[config.mk]
export PLATFORM = sky130hd
export DESIGN_NAME = forward_scoreboard
export DESIGN_NICKNAME = d
export VERILOG_FILES = /design/src/rtl/forward_scoreboard.sv
export SDC_FILE = /design/constraint.sdc
export NUM_CORES = 1
export LEC_CHECK = 0
export ABC_CLOCK_PERIOD_IN_PS = 4800
export CORE_ASPECT_RATIO = 0.7
export CORE_MARGIN = 8
export CORE_UTILIZATION = 25
export DETAILED_ROUTE_END_ITERATION = 7
export PLACE_DENSITY = 0.55
export SLEW_MARGIN = 10
export SYNTH_ARGS = -nofsm -noshare
export SYNTH_HDL_FRONTEND = slang
export SYNTH_SLANG_ARGS = --single-unit
[constraint.sdc]
create_clock -name clk -period 4.8 [get_ports clk]
set_clock_uncertainty 0.15 [all_clocks]
set_input_delay 1.44 -clock clk [delete_from_list [all_inputs] [get_ports clk]]
set_output_delay 1.44 -clock clk [all_outputs]
set_load 0.01 [all_outputs]
[src/rtl/forward_scoreboard.sv]
// In-flight result tracker: forwards youngest matching result, stalls late-result hazards, writes back from oldest slot.
// Latency: forwarded operands registered one cycle after accept, writeback DEPTH cycles after accept; optional FWD_PERF_CNT_EN counters.
// Backpressure: combinational stall holds ID while a matching late result is still below LATE_SLOT; flush overrides stall.
module forward_scoreboard #(
  parameter int XLEN      = 32,
  parameter int RA_W      = 5,
  parameter int DEPTH     = 3,
  parameter int LATE_SLOT = 1
) (
  input  logic            clk,
  input  logic            reset_n,
  input  logic            iss_valid,
  input  logic            iss_rs1_en,
  input  logic            iss_rs2_en,
  input  logic [RA_W-1:0] iss_rs1_addr,
  input  logic [RA_W-1:0] iss_rs2_addr,
  input  logic            iss_rd_en,
  input  logic [RA_W-1:0] iss_rd_addr,
  input  logic            iss_late,
  input  logic            flush,
  input  logic [XLEN-1:0] ex_data,
  input  logic [XLEN-1:0] late_data,
  output logic            stall,
  output logic            fwd_rs1_hit,
  output logic            fwd_rs2_hit,
  output logic [XLEN-1:0] fwd_rs1_data,
  output logic [XLEN-1:0] fwd_rs2_data,
  output logic            wb_en,
  output logic [RA_W-1:0] wb_addr,
  output logic [XLEN-1:0] wb_data
`ifdef FWD_PERF_CNT_EN
  ,
  output logic [XLEN-1:0] stall_cnt,
  output logic [XLEN-1:0] fwd_cnt
`endif
);

  typedef struct packed {
    logic            valid;
    logic            rd_en;
    logic [RA_W-1:0] rd;
    logic            late;
    logic            rdy;
    logic [XLEN-1:0] data;
  } slot_t;

  slot_t           slot_q  [DEPTH];
  slot_t           slot_in [DEPTH];
  logic            now_rdy [DEPTH];
  logic [XLEN-1:0] now_dat [DEPTH];

  logic            rs_en   [2];
  logic [RA_W-1:0] rs_addr [2];
  logic            rs_hit  [2];
  logic            rs_rdy  [2];
  logic [XLEN-1:0] rs_dat  [2];
  logic            accept;

  assign rs_en[0]   = iss_rs1_en;
  assign rs_en[1]   = iss_rs2_en;
  assign rs_addr[0] = iss_rs1_addr;
  assign rs_addr[1] = iss_rs2_addr;

  // Value each slot holds this cycle, including results arriving on ex_data/late_data right now
  always_comb begin
    for (int i = 0; i < DEPTH; i++) begin
      now_rdy[i] = slot_q[i].rdy;
      now_dat[i] = slot_q[i].data;
      if (slot_q[i].valid && !slot_q[i].rdy) begin
        if (i == 0 && !slot_q[i].late) begin
          now_rdy[i] = 1'b1;
          now_dat[i] = ex_data;
        end else if (i == LATE_SLOT && slot_q[i].late) begin
          now_rdy[i] = 1'b1;
          now_dat[i] = late_data;
        end
      end
    end
  end

  // Scan oldest to youngest so the lowest matching index overrides
  always_comb begin
    for (int k = 0; k < 2; k++) begin
      rs_hit[k] = 1'b0;
      rs_rdy[k] = 1'b1;
      rs_dat[k] = '0;
      for (int i = DEPTH - 1; i >= 0; i--) begin
        if (slot_q[i].valid && slot_q[i].rd_en && slot_q[i].rd == rs_addr[k] &&
            rs_addr[k] != '0 && rs_en[k]) begin
          rs_hit[k] = 1'b1;
          rs_rdy[k] = now_rdy[i];
          rs_dat[k] = now_dat[i];
        end
      end
    end
  end

  assign stall  = iss_valid && !flush && !(rs_rdy[0] && rs_rdy[1]);
  assign accept = iss_valid && !flush && !stall;

  always_comb begin
    slot_in[0] = '0;
    if (accept) begin
      slot_in[0].valid = 1'b1;
      slot_in[0].rd_en = iss_rd_en;
      slot_in[0].rd    = iss_rd_addr;
      slot_in[0].late  = iss_late;
    end
    for (int i = 1; i < DEPTH; i++) begin
      slot_in[i]      = slot_q[i-1];
      slot_in[i].rdy  = now_rdy[i-1];
      slot_in[i].data = now_dat[i-1];
    end
  end

  always_ff @(posedge clk or negedge reset_n) begin
    if (!reset_n) begin
      for (int i = 0; i < DEPTH; i++) slot_q[i] <= '0;
      fwd_rs1_hit  <= 1'b0;
      fwd_rs2_hit  <= 1'b0;
      fwd_rs1_data <= '0;
      fwd_rs2_data <= '0;
    end else begin
      for (int i = 0; i < DEPTH; i++) slot_q[i] <= slot_in[i];
      fwd_rs1_hit  <= accept && rs_hit[0];
      fwd_rs2_hit  <= accept && rs_hit[1];
      fwd_rs1_data <= accept ? rs_dat[0] : '0;
      fwd_rs2_data <= accept ? rs_dat[1] : '0;
    end
  end

  assign wb_en   = slot_q[DEPTH-1].valid && slot_q[DEPTH-1].rd_en && slot_q[DEPTH-1].rd != '0;
  assign wb_addr = wb_en ? slot_q[DEPTH-1].rd : '0;
  assign wb_data = wb_en ? now_dat[DEPTH-1] : '0;

`ifdef FWD_PERF_CNT_EN
  always_ff @(posedge clk or negedge reset_n) begin
    if (!reset_n) begin
      stall_cnt <= '0;
      fwd_cnt   <= '0;
    end else begin
      if (stall && stall_cnt != '1) stall_cnt <= stall_cnt + 1'b1;
      if (accept && (rs_hit[0] || rs_hit[1]) && fwd_cnt != '1) fwd_cnt <= fwd_cnt + 1'b1;
    end
  end
`endif

endmodule

==> impl_metrics.json <==
{
  "rsz0062_at_grt": "no",
  "hold_viol_final": 0,
  "cellLeakagePower_uw": 0.00461,
  "power_uw": 3030,
  "root_buffer": "clkbuf_16",
  "coreArea_um2": 29000,
  "wl_mm": 25.9,
  "htreeDepth": 4,
  "synth-edff-count": 0,
  "maxCapViolCount": 0,
  "synth_seq_cells": 155,
  "final.setup.tns_ps": 0,
  "path_clk_slew_ps": 70,
  "fin_crit_sh_pct": 97.7,
  "grt_usage_pct": 14.6,
  "grt_antenna_before_repair": 0,
  "grt_pass1_vias": 6459,
  "fmax_ghz": 0.213,
  "initialDrtViolationCount": 394,
  "yosysTopAreaCellShare_pct": 52.4,
  "reg2reg_to": "fwd_rs2_data[2]",
  "start_util_pct": 25.5,
  "area_growth_syn_to_layout_pct": 43.5,
  "synthTopCellsByCount": "dfrtp_1 (155), nand2_1 (70), nor2_1 (65), and2_1 (64)",
  "hpwl_mm": 17.2,
  "worstSetupPathType": "in2out",
  "min_to": "slot_in[39]",
  "power_density_nw_per_um2": 286,
  "crit_path_end_kind": "primary output",
  "globalplace.congestion": 0.820,
  "grt_start_max_net_pins": 100,
  "synth_nets": 770,
  "vias": 5978,
  "grt_pass1_wl_mm": 40.1,
  "min_period_ps": 4690,
  "clock-sinks": 155,
  "synth_area_um2": 7400,
  "max_slew_margin_pct": 35.6,
  "crit_required_ps": 3210,
  "overflow": 0,
  "min_from": "slot_in[80]",
  "numCtsBuffers": 17,
  "synthMostInstantiatedCell": "dfrtp_1",
  "insertion_delay_ps": 420,
  "critPathArrivalTime_ps": 3100,
  "chipHeight_um": 160,
  "clk_path_buf_depth": 2,
  "avgSynthCellArea_um2": 10.8,
  "fp.dieW_um": 222,
  "min_delay_path_depth": 0,
  "worstHoldPathType": "reg2reg",
  "r2r_start": "slot_in[76]",
  "synth.largest_area_cell": "dfrtp_1",
  "synthTopCellsByArea": "dfrtp_1 (52%), and2_1 (5.4%), mux2i_1 (4.3%)",
  "antenna_left": 0,
  "stdcell_count": 1273,
  "nets": 969,
  "synthFlopType": "dfrtp_1",
  "tritoncts": "done",
  "synth_cell_types": 41,
  "viasPerCell": 4.70,
  "synthCells": 683,
  "drc_errors": 0,
  "ys.warnings.count": 0,
  "regToRegSetupSlack_ps": 1960,
  "cp_max_fo": 4,
  "outcome": "finished, final reports clean",
  "maxSlewViolCount": 0,
  "start_kind": "input pin",
  "dieArea_um2": 35400,
  "dp.cells": 1238,
  "r2r_cells": 7,
  "io_pins": 192,
  "vdd_drop_max_mv": 0.216,
  "portBuffers": 191,
  "drive_above_1_share_pct": 16.6,
  "worstMarginPinSlew_ps": 966,
  "synth.yosys.seq_area_share_pct": 52.4,
  "async_flop_share_pct": 100,
  "final-setup-viol-count": 0,
  "wl_per_cell_um": 20.4,
  "firstDrtPassIters": 5,
  "rows": 52
}
cell type report:
class                      instances  area, um2
antenna                            1       2.50
multi-input combinational        440       3270
fill                            2870      18400
tap                              378        473
clock inverter                    10        140
clock buffer                      21        470
timing repair buffer             236       2260
inverter                          32        120
sequential                       155       3880
placed cells by master (no fill, tap or decap), drive strengths merged, types with 2 or more instances in the layout:
cell type / synthesis / layout
and2: 64 / 64
a21oi: 3 / 3
a31oi: 29 / 29
or4: 5 / 5
inv: 32 / 33
buf: 30 / 47
bufinv: 0 / 3
xnor2: 24 / 24
o21ai: 7 / 7
a211o: 2 / 2
nor3b: 7 / 7
mux2i: 32 / 32
dfrtp: 155 / 155
a2111oi: 29 / 29
xor2: 6 / 6
clkbuf: 26 / 30
a211oi: 35 / 35
nand3b: 2 / 2
nor3: 2 / 2
and3: 8 / 8
clkinvlp: 0 / 3
a21o: 2 / 2
nor4: 5 / 5
o211ai: 32 / 32
clkdlybuf4s50: 0 / 177
nor2: 65 / 65
nand4: 6 / 6
nand2: 70 / 70
clkinv: 0 / 3
nor2b: 2 / 2
power by group:
| part | leakage, uW | internal (uW) | total [uW] | switching [uW] |
|---|---|---|---|---|
| clock | 0.000292 | 859 | 1430 | 576 |
| combinational | 0.00220 | 118 | 237 | 119 |
| sequential | 0.00212 | 1340 | 1360 | 25.8 |
flip-flops by register name (all words and copies together) (netlist names):
signal	flops
fwd_rs2_data	32
fwd_rs1_data	32
fwd_rs1_hit	1
slot_q	40
slot_in	16
now_dat	32
now_rdy	1
fwd_rs2_hit	1
per-stage QoR:
| step | util [%] | cell area [um2] | setup WS [ps] | hold slack (ps) |
|---|---|---|---|---|
| floorplan | - | 7400 | 2.76 | 204 |
| global placement | 34.2 | 9920 | -771 | 220 |
| detailed placement | 34.2 | 9920 | -784 | 224 |
| CTS | 36.6 | 10600 | 5.91 | 235 |
| global route | 36.6 | 10600 | 7.15 | 238 |
| finish | 36.6 | 10600 | 110 | 231 |
how the worst max path moves through the flow:
stage | start | end | slack (ps)
3_5_place_dp | iss_rs1_addr[2] | stall | -780
3_3_place_gp | iss_rs1_addr[2] | stall | -770
4_1_cts | iss_rs1_addr[1] | stall | 6
2_1_floorplan | iss_rs2_addr[1] | stall | 3
5_1_grt | iss_rs2_addr[4] | stall | 7
6_report | iss_rs2_addr[4] | stall | 110
cells by family after synthesis:
family                    share of synthesized area [%]
AOI/OAI and AO/OA                                  18.2
xor gates and xnor gates                           3.55
buffers and inverters                              5.60
DFF                                                52.4
muxes                                              4.33
and+or+nand+nor                                    15.9
per-layer routing:
metal | track usage [%] | vias up | part of all wire (%)
li1 | - | 2783 | -
met1 | 20.2 | 2971 | 49
met2 | 21.7 | 206 | 44
met3 | 4.72 | 18 | 6.8
met4 | 3.70 | 0 | 0.90
met5 | 0 | - | 0
what timing repair did:
item / CTS / global route
gates cloned: 0 / 0
gates resized for setup: 34 / 19
hold buffers: 0 / 0
buffers inserted: 2 / 1
pin swaps: 14 / 16
endpoints found under the setup margin: 1 / 1
worst max-delay path, stage by stage:
cell and delay, ps:
clkdlybuf4s15_1 240, buf_4 170, xnor2_1 140, nand4_1 170
nor4_4 380, nand3_4 130, a21oi_4 150, o21a_1 180
buf_6 120
(Power assumes the default switching activity.)
